==> config.mk <==
export PLATFORM = sky130hd
export DESIGN_NAME = uart_tx_fifo
export DESIGN_NICKNAME = d
export VERILOG_FILES = /design/src/rtl/uart_pkg.sv /design/src/rtl/uart_fifo.sv /design/src/rtl/uart_tx_fifo.sv
export SDC_FILE = /design/constraint.sdc
export NUM_CORES = 1
export LEC_CHECK = 0
export CORE_MARGIN = 2
export CORE_UTILIZATION = 55
export DETAILED_ROUTE_END_ITERATION = 16
export PLACE_DENSITY = 0.74
export REMOVE_ABC_BUFFERS = 1
export SETUP_SLACK_MARGIN = 0.5
export SLEW_MARGIN = 20
export SYNTH_ARGS = -nofsm -noshare
export SYNTH_HDL_FRONTEND = slang
export SYNTH_SLANG_ARGS = --single-unit
==> constraint.sdc <==
create_clock -name i_clk -period 4.65 [get_ports i_clk]
set_clock_uncertainty 0.15 [all_clocks]
set_input_delay 0.465 -clock i_clk [delete_from_list [all_inputs] [get_ports i_clk]]
set_output_delay 0.465 -clock i_clk [all_outputs]
set_load 0.02 [all_outputs]
==> src/rtl/uart_pkg.sv <==
// Shared definitions for the UART transmit path: FSM state encoding, the
// bit-period divisor table selected by i_baud, parity modes and clock rate.
// Optional feature macro: UART_TX_PARITY_EN (adds the PARITY state).
package uart_pkg;

    localparam int unsigned CLK_HZ = 23040000;

    // Clocks per bit for each i_baud code at CLK_HZ.
    localparam int unsigned BAUD_DIV [8] = '{100, 200, 400, 600, 1200, 2400, 4800, 9600};

`ifdef UART_TX_PARITY_EN
    typedef enum logic [2:0] {
        ST_IDLE,
        ST_START,
        ST_DATA,
        ST_PARITY,
        ST_STOP
    } state_e;
`else
    typedef enum logic [1:0] {
        ST_IDLE,
        ST_START,
        ST_DATA,
        ST_STOP
    } state_e;
`endif

    typedef enum logic [1:0] {
        PAR_NONE = 2'd0,
        PAR_EVEN = 2'd1,
        PAR_ODD  = 2'd2,
        PAR_MARK = 2'd3
    } parity_e;

endpackage

==> src/rtl/uart_fifo.sv <==
// Small character FIFO with show-ahead read data (head entry is visible on
// rd_data while non-empty; rd_en advances it at the clock edge).
// Writes while full and reads while empty are ignored.
module uart_fifo #(
    parameter int unsigned DATA_W = 8,
    parameter int unsigned DEPTH  = 4
) (
    input  logic              i_clk,
    input  logic              i_rst,
    input  logic              wr_en,
    input  logic [DATA_W-1:0] wr_data,
    input  logic              rd_en,
    output logic [DATA_W-1:0] rd_data,
    output logic              full,
    output logic              empty
);

    localparam int unsigned AW = $clog2(DEPTH);
    localparam int unsigned CW = AW + 1;

    logic [DATA_W-1:0] mem [DEPTH];
    logic [AW-1:0]     wr_ptr;
    logic [AW-1:0]     rd_ptr;
    logic [CW-1:0]     count;
    logic              push;
    logic              pop;

    assign push    = wr_en && !full;
    assign pop     = rd_en && !empty;
    assign full    = (count == CW'(DEPTH));
    assign empty   = (count == '0);
    assign rd_data = mem[rd_ptr];

    // Storage array; no reset needed since count gates every read.
    always_ff @(posedge i_clk) begin
        if (push) begin
            mem[wr_ptr] <= wr_data;
        end
    end

    // Pointer and occupancy tracking; pointers wrap naturally (DEPTH is 2^AW).
    always_ff @(posedge i_clk or negedge i_rst) begin
        if (!i_rst) begin
            wr_ptr <= '0;
            rd_ptr <= '0;
            count  <= '0;
        end else begin
            if (push) begin
                wr_ptr <= wr_ptr + AW'(1);
            end
            if (pop) begin
                rd_ptr <= rd_ptr + AW'(1);
            end
            case ({push, pop})
                2'b10:   count <= count + CW'(1);
                2'b01:   count <= count - CW'(1);
                default: count <= count;
            endcase
        end
    end

endmodule

==> src/rtl/uart_tx_fifo.sv <==
// Buffered UART transmitter: characters enter a FIFO over valid/ready and are
// serialised back-to-back as start + DATA_W data + [parity] + 1/2 stop bits.
// Bit period, bit order, stop count (and parity) are latched at each pop.
// Optional feature macro: UART_TX_PARITY_EN (adds i_parity and PARITY state).
module uart_tx_fifo
    import uart_pkg::*;
#(
    parameter int unsigned DATA_W     = 8,
    parameter int unsigned FIFO_DEPTH = 4,
    parameter int unsigned DIV_W      = 14
) (
    input  logic              i_clk,
    input  logic              i_rst,
    input  logic [DATA_W-1:0] i_data,
    input  logic              i_valid,
    output logic              o_ready,
    input  logic [2:0]        i_baud,
    input  logic              i_msb_first,
    input  logic              i_stop2,
`ifdef UART_TX_PARITY_EN
    input  logic [1:0]        i_parity,
`endif
    output logic              o_tx,
    output logic              o_busy,
    output logic              o_done
);

    localparam int unsigned BIT_W = $clog2(DATA_W);

    state_e            state;
    state_e            state_nxt;

    logic [DATA_W-1:0] fifo_rd_data;
    logic              fifo_full;
    logic              fifo_empty;
    logic              pop;

    logic [DATA_W-1:0] char_rev;
    logic [DATA_W-1:0] load_data;
    logic [DATA_W-1:0] shreg;
    logic [DIV_W-1:0]  div_q;
    logic [DIV_W-1:0]  cnt;
    logic [BIT_W-1:0]  bit_cnt;
    logic              stop2_q;
    logic              second_stop;

    logic              bit_end;
    logic              data_last;
    logic              stop_last;
    logic              tx_nxt;
    logic              done;

`ifdef UART_TX_PARITY_EN
    logic              par_en_q;
    logic              par_bit_q;
    logic              par_en_nxt;
    logic              par_bit_nxt;
`endif

    uart_fifo #(
        .DATA_W (DATA_W),
        .DEPTH  (FIFO_DEPTH)
    ) u_fifo (
        .i_clk   (i_clk),
        .i_rst   (i_rst),
        .wr_en   (i_valid),
        .wr_data (i_data),
        .rd_en   (pop),
        .rd_data (fifo_rd_data),
        .full    (fifo_full),
        .empty   (fifo_empty)
    );

    assign o_ready   = !fifo_full;
    assign o_busy    = (state != ST_IDLE) || !fifo_empty;
    assign o_done    = done;

    assign bit_end   = (cnt == div_q - DIV_W'(1));
    assign data_last = (bit_cnt == BIT_W'(DATA_W - 1));
    assign stop_last = !stop2_q || second_stop;

    // MSB-first frames are bit-reversed on load so the shifter always emits bit 0.
    always_comb begin
        char_rev = '0;
        for (int unsigned i = 0; i < DATA_W; i++) begin
            char_rev[i] = fifo_rd_data[DATA_W-1-i];
        end
        load_data = i_msb_first ? char_rev : fifo_rd_data;
    end

`ifdef UART_TX_PARITY_EN
    // Parity bit for the head character under the currently selected mode.
    always_comb begin
        par_en_nxt  = 1'b1;
        par_bit_nxt = 1'b1;
        case (parity_e'(i_parity))
            PAR_NONE: par_en_nxt  = 1'b0;
            PAR_EVEN: par_bit_nxt = ^fifo_rd_data;
            PAR_ODD:  par_bit_nxt = ~(^fifo_rd_data);
            default:  par_bit_nxt = 1'b1;
        endcase
    end
`endif

    // State register.
    always_ff @(posedge i_clk or negedge i_rst) begin
        if (!i_rst) begin
            state <= ST_IDLE;
        end else begin
            state <= state_nxt;
        end
    end

    // Next-state logic: each non-idle state advances on the last clock of its bit.
    always_comb begin
        state_nxt = state;
        case (state)
            ST_IDLE: begin
                if (!fifo_empty) begin
                    state_nxt = ST_START;
                end
            end
            ST_START: begin
                if (bit_end) begin
                    state_nxt = ST_DATA;
                end
            end
            ST_DATA: begin
                if (bit_end && data_last) begin
`ifdef UART_TX_PARITY_EN
                    state_nxt = par_en_q ? ST_PARITY : ST_STOP;
`else
                    state_nxt = ST_STOP;
`endif
                end
            end
`ifdef UART_TX_PARITY_EN
            ST_PARITY: begin
                if (bit_end) begin
                    state_nxt = ST_STOP;
                end
            end
`endif
            ST_STOP: begin
                if (bit_end && stop_last) begin
                    state_nxt = fifo_empty ? ST_IDLE : ST_START;
                end
            end
            default: state_nxt = ST_IDLE;
        endcase
    end

    // Output logic: pop/done strobes and the level o_tx takes after this edge.
    always_comb begin
        pop    = 1'b0;
        done   = 1'b0;
        tx_nxt = 1'b1;
        case (state)
            ST_IDLE: begin
                if (!fifo_empty) begin
                    pop    = 1'b1;
                    tx_nxt = 1'b0;
                end
            end
            ST_START: begin
                tx_nxt = bit_end ? shreg[0] : 1'b0;
            end
            ST_DATA: begin
                if (!bit_end) begin
                    tx_nxt = shreg[0];
                end else if (!data_last) begin
                    tx_nxt = shreg[1];
                end else begin
`ifdef UART_TX_PARITY_EN
                    tx_nxt = par_en_q ? par_bit_q : 1'b1;
`else
                    tx_nxt = 1'b1;
`endif
                end
            end
`ifdef UART_TX_PARITY_EN
            ST_PARITY: begin
                tx_nxt = bit_end ? 1'b1 : par_bit_q;
            end
`endif
            ST_STOP: begin
                if (bit_end && stop_last) begin
                    done = 1'b1;
                    if (!fifo_empty) begin
                        pop    = 1'b1;
                        tx_nxt = 1'b0;
                    end
                end
            end
            default: tx_nxt = 1'b1;
        endcase
    end

    // Datapath: frame configuration latched at pop, bit timing and shifting.
    always_ff @(posedge i_clk or negedge i_rst) begin
        if (!i_rst) begin
            o_tx        <= 1'b1;
            shreg       <= '0;
            div_q       <= '0;
            cnt         <= '0;
            bit_cnt     <= '0;
            stop2_q     <= 1'b0;
            second_stop <= 1'b0;
`ifdef UART_TX_PARITY_EN
            par_en_q    <= 1'b0;
            par_bit_q   <= 1'b0;
`endif
        end else begin
            o_tx <= tx_nxt;
            if (pop) begin
                shreg       <= load_data;
                div_q       <= DIV_W'(BAUD_DIV[i_baud]);
                stop2_q     <= i_stop2;
                cnt         <= '0;
                bit_cnt     <= '0;
                second_stop <= 1'b0;
`ifdef UART_TX_PARITY_EN
                par_en_q    <= par_en_nxt;
                par_bit_q   <= par_bit_nxt;
`endif
            end else if (state != ST_IDLE) begin
                if (bit_end) begin
                    cnt <= '0;
                    if (state == ST_DATA) begin
                        shreg   <= shreg >> 1;
                        bit_cnt <= bit_cnt + BIT_W'(1);
                    end
                    if (state == ST_STOP) begin
                        second_stop <= 1'b1;
                    end
                end else begin
                    cnt <= cnt + DIV_W'(1);
                end
            end
        end
    end

endmodule

Word-level counts from Yosys, hierarchy flattened

Memories as Yosys holds them, arrays and structs flattened. A register that Yosys moved wholly into a read port is not among the register bits.
Index checks and enable logic that the tools add are counted.

Register bits after elaboration: 37
Bits in writable memories: 32
Bits in read-only memories: 256
Input bits: 16
Logic and storage cells: 89
Memories kept: 2

Memory list:

| name            | depth | width | rd ports | clocked after memory_dff | write ports | line                | RTL |
|---|---|---|---|---|---|---|---|
| (no name shown) | 8     | 32    | 1        | 1                        | 0           | uart_tx_fifo.sv:217 | `div_q <= DIV_W'(BAUD_DIV[i_baud]);` |
| u_fifo.mem      | 4     | 8     | 1        | 0                        | 1           | uart_fifo.sv:21     | `logic [DATA_W-1:0] mem [DEPTH];` |

Add/sub/neg operators: 7
Equality and inequality tests: 12
Mux-type cells: 36
Bitwise gates (word level): 1
Reduce and logical (&&, ||, !) cells: 21

Operators by type and width:

| operator                                                              | number |
|---|---|
| 14-bit 2-to-1 mux                                                     | 3 |
| 8-bit 2-to-1 mux                                                      | 5 |
| 1-bit 2-to-1 mux                                                      | 16 |
| 14-bit by 1-bit adder with 14-bit output, second input constant       | 1 |
| 14-bit equality test                                                  | 1 |
| 14-bit by 1-bit subtractor with 14-bit output, second input constant  | 1 |
| 3-bit 2-to-1 mux                                                      | 4 |
| 2-bit nonzero test                                                    | 6 |
| 2-bit 2-to-1 mux                                                      | 4 |
| 2-bit inequality test, second input constant                          | 4 |
| 2-bit one-hot mux with 4 select lines                                 | 1 |
| 3-bit by 1-bit adder with 3-bit output, second input constant         | 2 |
| 2-bit equality test, second input constant                            | 3 |
| 3-bit equality test, second input constant                            | 2 |
| 3-bit one-hot mux with 2 select lines                                 | 1 |
| 3-bit AND reduction                                                   | 2 |
| 2-bit by 1-bit adder with 2-bit output, second input constant         | 2 |
| 2-bit by 1-bit equality test with 1-bit output, second input constant | 2 |
| 1-bit logical AND                                                     | 4 |
| 1-bit zero test                                                       | 4 |
| 3-bit NOT with 4-bit output                                           | 1 |
| 1-bit one-hot mux with 4 select lines                                 | 1 |
| 4-bit AND reduction                                                   | 1 |
| 3-bit zero test                                                       | 1 |
| 4 further kinds                                                       | 5 |

Longest topological paths before layout

Gate-level depths: netlist of run 1.

Depth after elaboration: 8
Mapped depth: 16
Gate-level depth less buffers: 14

Hierarchy

A second synthesis of run 1 with hierarchy kept.

Cells, all modules: 351
Area, all modules: 4,346.7 µm²

By module, submodules not included:

| module       | times used | cells an instance | area an instance (µm²) | seq. area each (µm²) |
|---|---|---|---|---|
| uart_tx_fifo | 1          | 272               | 2,753.9                | 1,052.3 |
| uart_fifo    | 1          | 79                | 1,592.8                | 1,136.1 |

Worst setup path after synthesis of run 1

OpenSTA, ideal clock, no wires.

Path kind: flip-flop to flip-flop
Start: register div_q[7]
End: register u_fifo.count[2]
Setup time: 0.079 ns
Data arrival time: 3.715 ns
Slack: 0.706 ns
Cell stages (with the launch flop): 16
Path buffers: 3
Cells stage by stage: dfrtp_1 > buf_6 > or4_4 > or3_4 > a2111oi_4 > o22ai_2 > nor4_4 > or2_1 > buf_6 > buf_4 > ha_1 > inv_1 > fa_1 > xor2_1 > nor2_1 > xor2_1

Cells in the longest elaborated chain, start to end: 8
Elaborated cells on any way between the ends: 10

Ends and longest elaborated chain:

| item                                                                                         | line                | RTL |
|---|---|---|
| from (decl)                                                                                  | uart_tx_fifo.sv:41  | `logic [DIV_W-1:0] div_q;` |
| 14-bit by 1-bit subtractor with 14-bit output *                                              | uart_tx_fifo.sv:78  | `assign bit_end = (cnt == div_q - DIV_W'(1));` |
| 14-bit equality test *                                                                       | uart_tx_fifo.sv:78  |  |
| 1-bit logical AND *                                                                          | uart_tx_fifo.sv:187 | `if (bit_end && stop_last) begin` |
| 1-bit 2-to-1 mux *                                                                           | uart_tx_fifo.sv:187 |  |
| 1-bit one-hot mux with 2 select lines *                                                      | uart_tx_fifo.sv:158 | `case (state)` |
| 1-bit logical AND *                                                                          | uart_fifo.sv:29     | `assign pop = rd_en && !empty;` |
| net u_fifo.pop                                                                               | uart_fifo.sv:26     | `logic pop;` |
| 2-bit by 1-bit equality test with 1-bit output / 2-bit equality test (equally long branches) | uart_fifo.sv:54     | `case ({push, pop})` |
| 3-bit one-hot mux with 2 select lines / 2-bit nonzero test (equally long branches)           | -                   |  |
| to (signal assigned)                                                                         | uart_fifo.sv:55     | `2'b10: count <= count + CW'(1);` |
| to (signal assigned)                                                                         | uart_fifo.sv:56     | `2'b01: count <= count - CW'(1);` |
| to (signal assigned)                                                                         | uart_fifo.sv:57     | `default: count <= count;` |
| to (decl)                                                                                    | uart_fifo.sv:24     | `logic [CW-1:0] count;` |

The timed path passes the listed nets; every way through them passes the cells marked *.
A chain may end at the register's enable or synchronous reset.

Worst setup path in the final report of run 1

Start: register div_q[7]
End: register u_fifo.count[2]

Cells in the longest elaborated chain, start to end: 8
Elaborated cells on any way between the ends: 10

Ends and longest elaborated chain:

| item                                                                                         | line |
|---|---|
| 14-bit by 1-bit subtractor with 14-bit output *                                              | uart_tx_fifo.sv:78 |
| 14-bit equality test *                                                                       | uart_tx_fifo.sv:78 |
| 1-bit logical AND *                                                                          | uart_tx_fifo.sv:187 |
| 1-bit 2-to-1 mux *                                                                           | uart_tx_fifo.sv:187 |
| 1-bit one-hot mux with 2 select lines *                                                      | uart_tx_fifo.sv:158 |
| 1-bit logical AND *                                                                          | uart_fifo.sv:29 |
| 2-bit by 1-bit equality test with 1-bit output / 2-bit equality test (equally long branches) | uart_fifo.sv:54 |
| 3-bit one-hot mux with 2 select lines / 2-bit nonzero test (equally long branches)           | - |

Mark *: on every way between the ends. The rest lies on a longest branch, timed or not.

==> impl_metrics.json, run 1 <==
{
  "outcome": "complete, but fails checks",
  "violations": "hold timing",
  "tns_ns": 0,
  "fill_cells": 618,
  "finalPower_mw": 2.92,
  "dpl-instance-area_um2": 4610,
  "final_antenna_net_count": 0,
  "firstDrtPassIters": 4,
  "rsz0062_at_grt": "yes",
  "yosysUniqueCellTypes": 60,
  "fin_ws_ns": 0.649,
  "p_switching_mw": 1.10,
  "synth.cell_area_um2": 4390,
  "finalSetupViolations": 0,
  "r2r_end": "u_fifo.count[2]",
  "drc": 0,
  "htree_levels": 3,
  "cts_sinks": 81,
  "synthToLayoutAreaGrowth_pct": 11.8,
  "synth_top_cell_by_area": "dfrtp_1",
  "crit_path_cell_trace": "or4_4 -> or3_4 -> a2111oi_4 -> o22ai_2 -> nor4_4 -> or2_1 -> ha_1 -> inv_1 -> fa_1 -> xor2_1 -> nor2_1 -> xor2_1",
  "clkTransAtPathRegs_ns": 0.09,
  "final_cell_count_no_fill": 487,
  "fin_crit_ns": 4.00,
  "crit_path_top_delay_cell": "or4_4",
  "grt_overflow": 0,
  "cpMostUsedCell": "xor2_1",
  "slew-limit-headroom_pct": 47.2,
  "numCtsBuffers": 9,
  "period_share_pct": 86.0,
  "synthTopCellsByArea": "dfrtp_1 27%, edfxtp_1 22%, mux2i_1 6.8%",
  "antenna_cells": 0,
  "drive_above_1_share_pct": 13.2,
  "grt_usage_pct": 20.4,
  "arrival_ns": 4.13,
  "grt_max_degree": 50,
  "clk_latency_ns": 0.35,
  "coreArea_um2": 7730,
  "synthCells": 361,
  "final_area_um2": 4910,
  "r2r_slack_ns": 0.65,
  "worst_slew_pin_slew_ns": 0.787,
  "place_congestion": 0.822,
  "hold_buffers": 0,
  "synthArstFlopShare_pct": 60.5,
  "r2r_cells": 12,
  "vias": 2861,
  "syn_avg_cell_area_um2": 12.2,
  "fmax_mhz": 250,
  "synth_top_family_by_area": "multiplexers",
  "dieWidth_um": 93.4,
  "grt_pass1_wl_mm": 14.0,
  "layout.nets": 416,
  "crit_fanout": 9,
  "max_cap_violations": 0,
  "crit_path_start": "div_q[7]",
  "cts_tree": "built",
  "internal_power_mw": 1.82,
  "routed_wl_mm": 8.26,
  "yosysSeqAreaShare_pct": 49.8,
  "power_density_nw_per_um2": 594,
  "grt_pass1_vias": 2847,
  "die_y_um": 93.4,
  "start_util_pct": 56.8,
  "cp-start-kind": "register",
  "switching_share_pct": 37.6,
  "cp-end-kind": "register",
  "report.final.slew_viol_count": 0,
  "synth_xor_area_share_pct": 6.15,
  "hp-class": "in -> async",
  "synth_compound_area_share_pct": 8.52,
  "synth-simple-area-share_pct": 12.7,
  "drtIter0Drc": 142,
  "worst_hold_slack_ns": -0.0337,
  "sequentialPowerShare_pct": 41.0,
  "io_pins": 20,
  "yosysWarnings": 0,
  "rr_startpoint": "div_q[7]",
  "hold_viol": 47,
  "clk_path_buf_depth": 2,
  "peakVddDrop_mv": 0.392,
  "drt-wirelength-per-cell_um": 17.0,
  "synthAdderAreaFrac_pct": 5.87,
  "leakagePower_nw": 2.03,
  "rows": 32,
  "cpPeakStageDelay_ns": 0.58,
  "synth_mux_area_share_pct": 13.0,
  "vias_per_cell": 5.87,
  "synth_edf_count": 32,
  "pwr-share-clk_pct": 22.3,
  "synth-seq-cells": 81,
  "dp_slack_ns": 0.603,
  "root_buffer": "clkbuf_8",
  "portBuffers": 19,
  "place.detailed.hpwl_mm": 5.77,
  "synth_top_area_share_pct": 27.4,
  "final_core_util_pct": 63.6,
  "combPwrFrac_pct": 36.7,
  "cp.required_ns": 4.77,
  "critPathKind": "reg -> reg",
  "dieArea_um2": 8720,
  "synthFlopType": "dfrtp_1",
  "post-place-cells": 469,
  "antenna_found_initial": 0
}
==> Yosys cell counts (all sizes together), types with 2 or more instances <==
library cell and count:
a211oi 9, o21ai 10, nand2 15, nand3 5, buf 8, or3 3
a22o 3, and3 8, xnor2 15, and2 5, inv 18, edfxtp 32
xor2 15, mux2 8, nor3 9, nand2b 4, nand4 10, or4b 3
ha 19, a2111oi 2, or4 3, mux2i 30, a31oi 3, a21oi 11
nor4 5, clkbuf 7, o211ai 2, nor2 23, o22ai 2, dfrtp 48
mux4 8
==> worst max-delay path: cells and delay by family (launching register included) <==
family                     cells  cell delay [ns]
adders and majority gates      2             0.57
xor gates and xnor gates       2             0.29
and+or+nand+nor                5             1.74
DFF                            1             0.50
buffers and inverters          1             0.06
AOI/OAI and AO/OA              2             0.59
==> logic make-up after synthesis <==
group           after synthesis
fa+ha+maj                    20
xor+xnor                     30
flops                        81
simple gates                 99
compound gates               52
buf+inv                      33
mux                          46
==> worst max path at each step <==
stage	end	slack, ns
floorplan	u_fifo.count[2]	0.06
global placement	o_done	0.73
detailed placement	o_done	0.60
CTS	u_fifo.count[2]	0.64
global route	o_done	0.45
finish	u_fifo.count[2]	0.65
==> state kept, by name, summed over array words and instances, names as in the netlist <==
register       cells
state              2
second_stop        1
bit_cnt            3
u_fifo.wr_ptr      2
stop2_q            1
cnt               14
u_fifo.rd_ptr      2
u_fifo.count       3
o_tx               1
shreg              8
u_fifo.mem        32
div_q             12
==> routing by layer <==
metal,wire length [um],track usage (%),up-vias
li1,-,-,1368
met5,0,0,-
met2,4070,32.9,60
met3,319,4.75,9
met1,3770,27.5,1424
met4,95,6.86,0
==> cell usage in the layout (no fill, tap or decap), types with 4 or more instances in the layout <==
master / n
dfrtp_1: 48
edfxtp_1: 32
mux2i_1: 30
nor2_1: 23
ha_1: 19
inv_1: 18
clkdlybuf4s50_1: 17
nand2_1: 15
xnor2_1: 15
xor2_1: 14
a21oi_1: 11
nand4_1: 10
o21ai_0: 10
nor3_1: 9
a211oi_1: 9
clkbuf_8: 9
and3_1: 8
mux4_2: 8
mux2_2: 8
and2_1: 5
buf_4: 5
nand3_1: 4
nand2b_1: 4
==> final cells by class <==
class / count / area (um^2) / area share, %
timing repair buffer: 23 / 216 / 4.41
multi-input combinational: 247 / 2050 / 41.8
clock inverter: 7 / 133 / 2.70
clock buffer: 9 / 124 / 2.52
inverter: 18 / 67.6 / 1.38
sequential: 81 / 2190 / 44.6
tap: 102 / 128 / 2.60
==> what timing repair did <==
item | 4_1_cts | 5_1_grt
pin swaps | 0 | 1
resized for setup | 5 | 1
setup endpoints to repair | 1 | 2
setup buffers | 0 | 2
==> power groups by stage <==
| stage | registers, mW | clock network, mW | logic, mW |
|---|---|---|---|
| after global routing | 1.23 | 0.691 | 1.20 |
| after global placement | 1.19 | 0 | 1.02 |
| after floorplan | 1.14 | 0 | 0.822 |
| after CTS | 1.19 | 0.660 | 1.07 |
| final | 1.20 | 0.652 | 1.07 |
| after detailed placement | 1.21 | 0 | 1.05 |
Power figures use the tool's default switching activity.
==> inputs of run 2 (changes only) <==
==> constraint.sdc (replaced) <==
create_clock -name i_clk -period 3.7 [get_ports i_clk]
set_clock_uncertainty 0.15 [all_clocks]
set_input_delay 0.37 -clock i_clk [delete_from_list [all_inputs] [get_ports i_clk]]
set_output_delay 0.37 -clock i_clk [all_outputs]
set_load 0.02 [all_outputs]
==> run 2 against run 1 <==
  * The run now ends clean
  * Register-to-register slack worse by 0.51 ns
  * Critical path type unchanged
  * Sequential power rose by 20%
  * Core utilization rose by 5.4 points
  * Non-clock buffer count rose by 34
  * Largest cell class unchanged
  * Clock power is 17% higher
==> impl_metrics.json, run 2 (synthesis gave the netlist of run 1 again) <==
{
  "cts_tree": "built",
  "peakVddDrop_mv": 0.428,
  "post-place-cells": 487,
  "period_share_pct": 96.1,
  "place.detailed.hpwl_mm": 5.83,
  "final_cell_mix": "48 x dfrtp_1, 32 x edfxtp_1, 30 x mux2i_1",
  "power_density_nw_per_um2": 765,
  "final_core_util_pct": 69.0,
  "layout.nets": 450,
  "grt_pass1_wl_mm": 14.7,
  "cp-end-kind": "register",
  "slew-limit-headroom_pct": 51.9,
  "fmax_mhz": 281,
  "leakagePower_nw": 2.24,
  "portBuffers": 19,
  "fin_crit_ns": 3.56,
  "htree_levels": 3,
  "report.final.slew_viol_count": 0,
  "r2r_slack_ns": 0.14,
  "cp.required_ns": 3.84,
  "hold_viol": 0,
  "antenna_found_initial": 0,
  "vias": 3069,
  "hp-class": "reg -> reg",
  "grt_overflow": 0,
  "dieWidth_um": 93.4,
  "largestRegisters": "u_fifo.mem x32, cnt x14, div_q x12",
  "root_buffer": "clkbuf_8",
  "rsz0062_at_grt": "yes",
  "drtIter0Drc": 162,
  "numCtsBuffers": 9,
  "die_y_um": 93.4,
  "clk_latency_ns": 0.37,
  "drive_above_1_share_pct": 21.2,
  "outcome": "completed",
  "clkTransAtPathRegs_ns": 0.09,
  "largest_reg_flops": 32,
  "worst_slew_pin_slew_ns": 0.716,
  "grt_max_degree": 50,
  "final_cell_count_no_fill": 521,
  "routed_wl_mm": 9.53,
  "coreArea_um2": 7730,
  "synthToLayoutAreaGrowth_pct": 21.4,
  "grt_pass1_vias": 2992,
  "firstDrtPassIters": 5,
  "crit_fanout": 3,
  "dieArea_um2": 8720,
  "vias_per_cell": 5.89,
  "final_common_cell": "dfrtp_1",
  "arrival_ns": 3.70,
  "max_cap_violations": 0,
  "io_pins": 20,
  "final_antenna_net_count": 0,
  "cts_sinks": 81,
  "drt-wirelength-per-cell_um": 18.3,
  "drc": 0,
  "regMostFlops": "u_fifo.mem",
  "finalSetupViolations": 0,
  "clk_path_buf_depth": 2,
  "cp-start-kind": "register",
  "rows": 32,
  "critPathKind": "reg -> reg",
  "start_util_pct": 56.8,
  "place_congestion": 0.839,
  "grt_usage_pct": 21.9,
  "antenna_cells": 0
}
[run 2: changes by cell type in the layout (fill, tap and decap cells not counted), moves of 2 or more]
cell	change
buf_6	+3
mux2_2	-7
nor4_2	-2
buf_8	+4
mux2_4	+7
buf_4	+23
buf_16	+2
[run 2: worst paths after layout]
check | cells after the start | endpoint | startpoint
max | 12 | u_fifo.count[2] | div_q[7]
min reg2reg | 1 | u_fifo.count[0] | u_fifo.count[0]
max in group asynchronous | 2 | u_fifo.wr_ptr[0] | i_rst
min in group asynchronous | 2 | cnt[7] | i_rst
max reg2reg | 12 | u_fifo.count[2] | div_q[7]
min | 1 | u_fifo.count[0] | u_fifo.count[0]
[run 2: routing by layer]
metal,part of all wire (%),global-route usage [%]
met1,44,29.8
met2,49,35.4
met5,0,0
met4,1.7,6.37
met3,4.7,5.16
[run 2: repair_timing]
action,CTS,global route
gates cloned,2,2
setup endpoints to repair,40,46
buffers inserted,9,4
hold endpoints to repair,0,48
hold buffers,0,1
resized for setup,15,28
pin swaps,8,8
[run 2: where the power goes]
part | total (mW) | switching, mW | internal [mW]
clock network | 0.761 | 0.366 | 0.394
registers | 1.44 | 0.229 | 1.21
logic | 1.87 | 0.945 | 0.928
[run 2: critical path: stages (launching register included)]
cell,delay [ns]
dfrtp_1,0.39
or4_4,0.54
or3_4,0.39
a2111oi_4,0.41
o22ai_4,0.17
nor4_4,0.32
or2_4,0.20
ha_4,0.14
inv_2,0.04
fa_2,0.33
xor2_1,0.14
nor2_1,0.12
xor2_1,0.15
[run 2: metrics by stage]
step | TNS, ns | setup slack [ns] | power, mW | cell area, um^2 | hold slack (ns)
after floorplan | -3.87 | -0.892 | 2.47 | 4290 | -0.0756
after detailed placement | -0.181 | -0.0999 | 2.94 | 4750 | 0.346
after CTS | 0 | 0.110 | 3.87 | 5150 | 0.101
after global routing | -0.0688 | -0.0688 | 4.34 | 5330 | 0.397
after global placement | 0 | 0.0420 | 2.88 | 4750 | 0.319
final | 0 | 0.144 | 4.07 | 5330 | 0.374
[run 2: area by class of cell]
class	count	area, um^2
clock buffer	9	124
multi-input combinational	247	2130
sequential	81	2190
inverter	18	67.6
clock inverter	7	106
tap	102	128
timing repair buffer	57	584
fill	549	2400
==> RTL edit 1 (config.mk and constraints of run 2) <==
Add an input register stage for `i_baud`, with the module's reset; this delays it by one clock. The other inputs are not delayed to match.
--- a/src/rtl/uart_tx_fifo.sv
+++ b/src/rtl/uart_tx_fifo.sv
@@ -27,6 +27,16 @@
 
     localparam int unsigned BIT_W = $clog2(DATA_W);
 
+    logic [2:0] i_baud_q;
+
+    always_ff @(posedge i_clk or negedge i_rst) begin
+        if (!i_rst) begin
+            i_baud_q <= '0;
+        end else begin
+            i_baud_q <= i_baud;
+        end
+    end
+
     state_e            state;
     state_e            state_nxt;
 
@@ -214,7 +224,7 @@
             o_tx <= tx_nxt;
             if (pop) begin
                 shreg       <= load_data;
-                div_q       <= DIV_W'(BAUD_DIV[i_baud]);
+                div_q       <= DIV_W'(BAUD_DIV[i_baud_q]);
                 stop2_q     <= i_stop2;
                 cnt         <= '0;
                 bit_cnt     <= '0;
Formal check against the unedited RTL: no difference found for any inputs over 10 cycles, from zero or initial values and one cycle with i_rst low; that may be too few to reach the edited logic, so the function may still have changed.
==> RTL edit 1 against run 2 <==
Clock power decreased by 14%. Total power decreased by 2.8%. Sequential cell count increased by 3. Worst setup slack improved by 0.26 ns. Critical path depth increased by 1. Area after synthesis increased by 3.4%. Routed wire length decreased by 9.4%. Sequential power increased by 6%. Cell area decreased by 2.7%. Largest cell class unchanged. Highest routed layer unchanged.
==> RTL edit 1: results (changes against run 2) <==
Synthesis
* **gate count after technology mapping** 380, +5.3%
* **share of synthesized area occupied by flip-flops and latches** 49.83%, about the same
* **ranking of synthesized cells by instance count** sky130_fd_sc_hd__dfrtp_1 (51), sky130_fd_sc_hd__edfxtp_1 (32), sky130_fd_sc_hd__nor2_1 (31)
* **largest cells by area after synthesis** sky130_fd_sc_hd__dfrtp_1 (28%), sky130_fd_sc_hd__edfxtp_1 (21%), sky130_fd_sc_hd__mux2i_1 (6.4%), sky130_fd_sc_hd__ha_1 (5.2%), sky130_fd_sc_hd__mux4_2 (4.0%)
* **most used flip-flop cell after synthesis** sky130_fd_sc_hd__dfrtp_1
* **Distinct cells, synth** 61, +1.7%
* **async set or reset register ratio after synthesis** 61.90%, +1.4 points

Worst setup path
* **largest fanout on the critical path** 7, +4
* **WP data arrival** 3.44 ns, -0.26 ns
* **slowest library cell on the worst path** sky130_fd_sc_hd__or4_4

Place
* **half-perimeter wire length of the detailed placement result** 5997 um, +2.9%
* **number of cells after detailed placement** 495, +1.6%
* **final weighted congestion in routability-driven placement** 0.8639, +2.9%
* **Post-DP Area** 4812 um^2, +1.3%

Timing
* **Worst-Margin Slew** 0.6305 ns, -0.08508 ns

Pwr
* **static leakage power** 2.133 nW, -4.7%
* **worst ir drop on vdd** 432.5 uV, +1.1%

Layout
* **filler cell count** 638, +16%
* **fraction of final layout cells with drive strength greater than 1** 19.57%, -1.7 points
* **Final Instance Area** 5186 um^2, -2.7%

Detailed routing
* **first-pass detailed-route iteration total** 4, -1
* **initial detailed-routing violation count** 227, +40%
* **via count of the routed design** 2996, -2.4%
* **sum of routed wire length over all layers** 8638 um, -9.4%
* **vias per cell** 5.718, -2.9%

Global routing
* **global-route wire length before repair** 14710 um, -0.24%
* **pin count of the biggest net entering global routing** 31, -38%
* **Tot GR Track Use** 21.41%, -0.51 points

Status
* **run status** completed

Clock network
* **maximum clock path buffer count** 2, unchanged

Worst hold path
* **type of the worst min-delay path** in2reg

## RTL edit 1: cell count changes in the layout (fill, tap and decap cells not counted), sizes merged, moves of 6 or more
cell,change
a211oi,-8
a21oi,-7
mux2,+6
buf,-18
nor2,+8
## RTL edit 1: layout make-up
class	instances	share of cell area, %
Sequential cell	84	43.67
Multi-Input combinational cell	258	41.86
Timing Repair Buffer	38	6.466
Tap cell	105	2.533
Clock buffer	9	2.388
Inverter	23	1.665
Clock inverter	7	1.423
## RTL edit 1: worst paths after layout
check                           slack [ns]  cells after the start              end   startpoint
min in group asynchronous             0.36                      2           cnt[0]        i_rst
max in group asynchronous             2.23                      3         div_q[4]        i_rst
worst max-delay path                  0.41                     13  u_fifo.count[2]     div_q[2]
worst min-delay path                  0.28                      1      i_baud_q[2]    i_baud[2]
worst min register to register        0.34                      2      second_stop  second_stop
worst max register to register        0.41                     13  u_fifo.count[2]     div_q[2]
## RTL edit 1: through the flow
step / setup WS (ns) / hold slack (ns)
floorplan: -0.2876 / -0.07559
global placement: 0.1915 / 0.2313
global route: 0.3239 / 0.2838
CTS: 0.3741 / 0.2811
finish: 0.4074 / 0.2840
detailed placement: 0.08106 / 0.2477
## RTL edit 1: what timing repair did
action,4_1_cts,5_1_grt
gates cloned,0,0
hold buffers,1,0
gates resized for setup,20,7
endpoints found under the setup margin,19,17
endpoints found under the hold margin,21,0
pin swaps,13,10
setup buffers,9,3
## RTL edit 1: per-layer routing
layer	vias to the layer above	global-route usage [%]	part of all wire (%)
met3	10	5.587	4.9
met1	1484	29.44	46
met4	0	6.159	0.95
li1	1445	-	-
met5	-	0	0
met2	57	33.75	49
## RTL edit 1: cell families after synthesis
| group | synth area share, % |
|---|---|
| XOR/XNOR | 5.785 |
| multiplexers | 14.08 |
| AND/OR/NAND/NOR | 13.42 |
| flip-flops | 49.83 |
| adder cells (fa/ha/maj) | 5.675 |
| buffers and inverters | 4.049 |
| AO/OA/AOI/OAI | 7.163 |
## RTL edit 1: report_power, final
group	leakage (nW)	internal [W]	switching, W
combinational	1.09	0.000897	0.000890
sequential	0.940	0.00125	0.000272
clock	0.101	0.000267	0.000386
total	2.13	0.00241	0.00155
==> RTL edit 2 (config.mk and constraints of run 2) <==
Without the edit above. The parameter `FIFO_DEPTH` goes from 4 to 2.
--- a/src/rtl/uart_tx_fifo.sv
+++ b/src/rtl/uart_tx_fifo.sv
@@ -6,7 +6,7 @@
     import uart_pkg::*;
 #(
     parameter int unsigned DATA_W     = 8,
-    parameter int unsigned FIFO_DEPTH = 4,
+    parameter int unsigned FIFO_DEPTH = 2,
     parameter int unsigned DIV_W      = 14
 ) (
     input  logic              i_clk,
Formal check against the unedited RTL: not equivalent (a bounded check fails within 4 cycles, from zero or initial values and one cycle with i_rst low).
==> RTL edit 2 against run 2 <==
Cell area fell by 19%. Area after synthesis down 21%. Total power shrank 16%. Sequential power shrank 18%. Critical path depth is the same. Count of clock-buffer cells in the layout unchanged. Sequential cell count fell by 19. Clock power down 10%. Routed wire length is 20% lower. Worst setup slack better by 0.16 ns. Die area fell by 20%. Fmax rose by 4.9%. Critical path type unchanged.
==> RTL edit 2: results (changes against run 2) <==
Detailed routing
* **routed length on met1** 3208 um, -24%
* **via count of the routed design** 2560, -17%
* **uppermost layer routed** met4
* **first-pass detailed-route iteration total** 4, -1
* **vias per cell** 5.912, +0.37%
* **initial detailed-routing violation count** 112, -31%
* **Met2 Wirelength** 4024 um, -15%
* **routed wire length on met3** 232 um, -49%
* **drt wl/cell** 17.53 um, -4.2%

Pwr
* **static leakage power** 1.789 nW, -20%
* **total power** 0.003408 W, -16%
* **part of the total power dissipated in the clock network** 20.1%, +1.4 points
* **part of the power in registers** 34.6%, -0.8 points
* **P_int** 0.002156 W, -15%
* **worst ir drop on vdd** 519.4 uV, +21%

Worst setup path
* **WP data arrival** 3.48 ns, -0.22 ns
* **slowest stage delay, CP** 0.46 ns, -0.08 ns
* **largest fanout on the critical path** 10, +7
* **slowest library cell on the worst path** sky130_fd_sc_hd__or4b_4
* **Top delay family on crit path** simple AND/OR/NAND/NOR gates

Synthesis
* **share of synthesized area occupied by flip-flops and latches** 46.94%, -2.9 points
* **largest cells by area after synthesis** sky130_fd_sc_hd__dfrtp_1 (32%), sky130_fd_sc_hd__edfxtp_1 (14%), sky130_fd_sc_hd__mux2_2 (7.4%), sky130_fd_sc_hd__ha_1 (5.4%), sky130_fd_sc_hd__mux4_2 (5.2%)
* **ranking of synthesized cells by instance count** sky130_fd_sc_hd__dfrtp_1 (45), sky130_fd_sc_hd__nor2_1 (26), sky130_fd_sc_hd__mux2_2 (23)
* **number of synthesized flops with an enable pin** 16, -50%
* **async set or reset register ratio after synthesis** 74.19%, +14 points
* **gate count after technology mapping** 310, -14%
* **Distinct cells, synth** 55, -8.3%

Global routing
* **Tot GR Track Use** 22.35%, +0.43 points
* **vias in the first global route** 2559, -14%
* **Global Route met2 Usage** 39.66%, +4.3 points
* **pin count of the biggest net entering global routing** 47, -6.0%
* **met3 Use GR** 4.748%, -0.41 points
* **global-route wire length before repair** 12390 um, -16%
* **GR met1 Demand/Resource** 26.87%, -2.9 points

Place
* **pre-CTS WS** 0.01996 ns, +0.1198 ns
* **final weighted congestion in routability-driven placement** 0.8497, +1.3%
* **half-perimeter wire length of the detailed placement result** 4577 um, -22%
* **number of cells after detailed placement** 397, -18%
* **Post-DP Area** 3741 um^2, -21%
* **number of buffer cells added on primary ports** 19, unchanged

Clock network
* **H-Tree Level Count** 3, unchanged
* **clock root buffer master** sky130_fd_sc_hd__clkbuf_8
* **clock latency on the worst-skew pair** 0.35 ns, -0.02 ns

Layout
* **area of all sequential standard cells** 1637 um^2, -25%
* **filler cell count** 407, -26%
* **net count of the finished layout** 384, -15%
* **fraction of final layout cells with drive strength greater than 1** 30.17%, +8.9 points
* **Regs by FF count** u_fifo.mem (16), cnt (14), div_q (12)

Worst hold path
* **type of the worst min-delay path** reg2reg

Timing
* **Worst-Margin Slew** 0.6476 ns, -0.06802 ns

Status
* **run status** completed

## RTL edit 2: changes by cell type after synthesis, moves of 6 or more
cell                       before  now
sky130_fd_sc_hd__mux2i_1       30    9
sky130_fd_sc_hd__mux2_2         8   23
sky130_fd_sc_hd__nand2_1       15   21
sky130_fd_sc_hd__nand4_1       10    2
sky130_fd_sc_hd__a211oi_1       9    1
sky130_fd_sc_hd__edfxtp_1      32   16
## RTL edit 2: worst paths after layout
path                               start             to  slack [ns]  cells after the start
setup / recovery                div_q[3]       shreg[3]        0.31                     12
hold / removal             u_fifo.wr_ptr  u_fifo.wr_ptr        0.37                      1
setup reg to reg                div_q[3]       shreg[3]        0.31                     12
hold reg to reg            u_fifo.wr_ptr  u_fifo.wr_ptr        0.37                      1
max in group asynchronous          i_rst       div_q[7]        2.54                      2
min in group asynchronous          i_rst         cnt[5]        0.42                      2
## RTL edit 2: kinds of logic after synthesis
| group | Yosys count | synth area share [%] |
|---|---|---|
| xor gates and xnor gates | 23 | 5.791 |
| and+or+nand+nor | 89 | 12.77 |
| AOI/OAI and AO/OA | 53 | 9.929 |
| muxes | 41 | 15.54 |
| DFF | 62 | 46.94 |
| adders and majority gates | 15 | 5.396 |
| buffers and inverters | 27 | 3.633 |
## RTL edit 2: cell type report
type,count,share of cell area [%]
Multi-Input combinational cell,221,43.28
Sequential cell,62,37.79
Timing Repair Buffer,45,10.29
Clock buffer,9,2.860
Clock inverter,7,2.398
Tap cell,75,2.167
Inverter,14,1.214
## RTL edit 2: what timing repair did
item                                   CTS  global route
setup buffers                           12             6
gates cloned                             1             0
endpoints found under the hold margin    0            45
resized for setup                       34            18
pin swaps                                8             5
hold buffers                             0             1
setup endpoints to repair               36            40
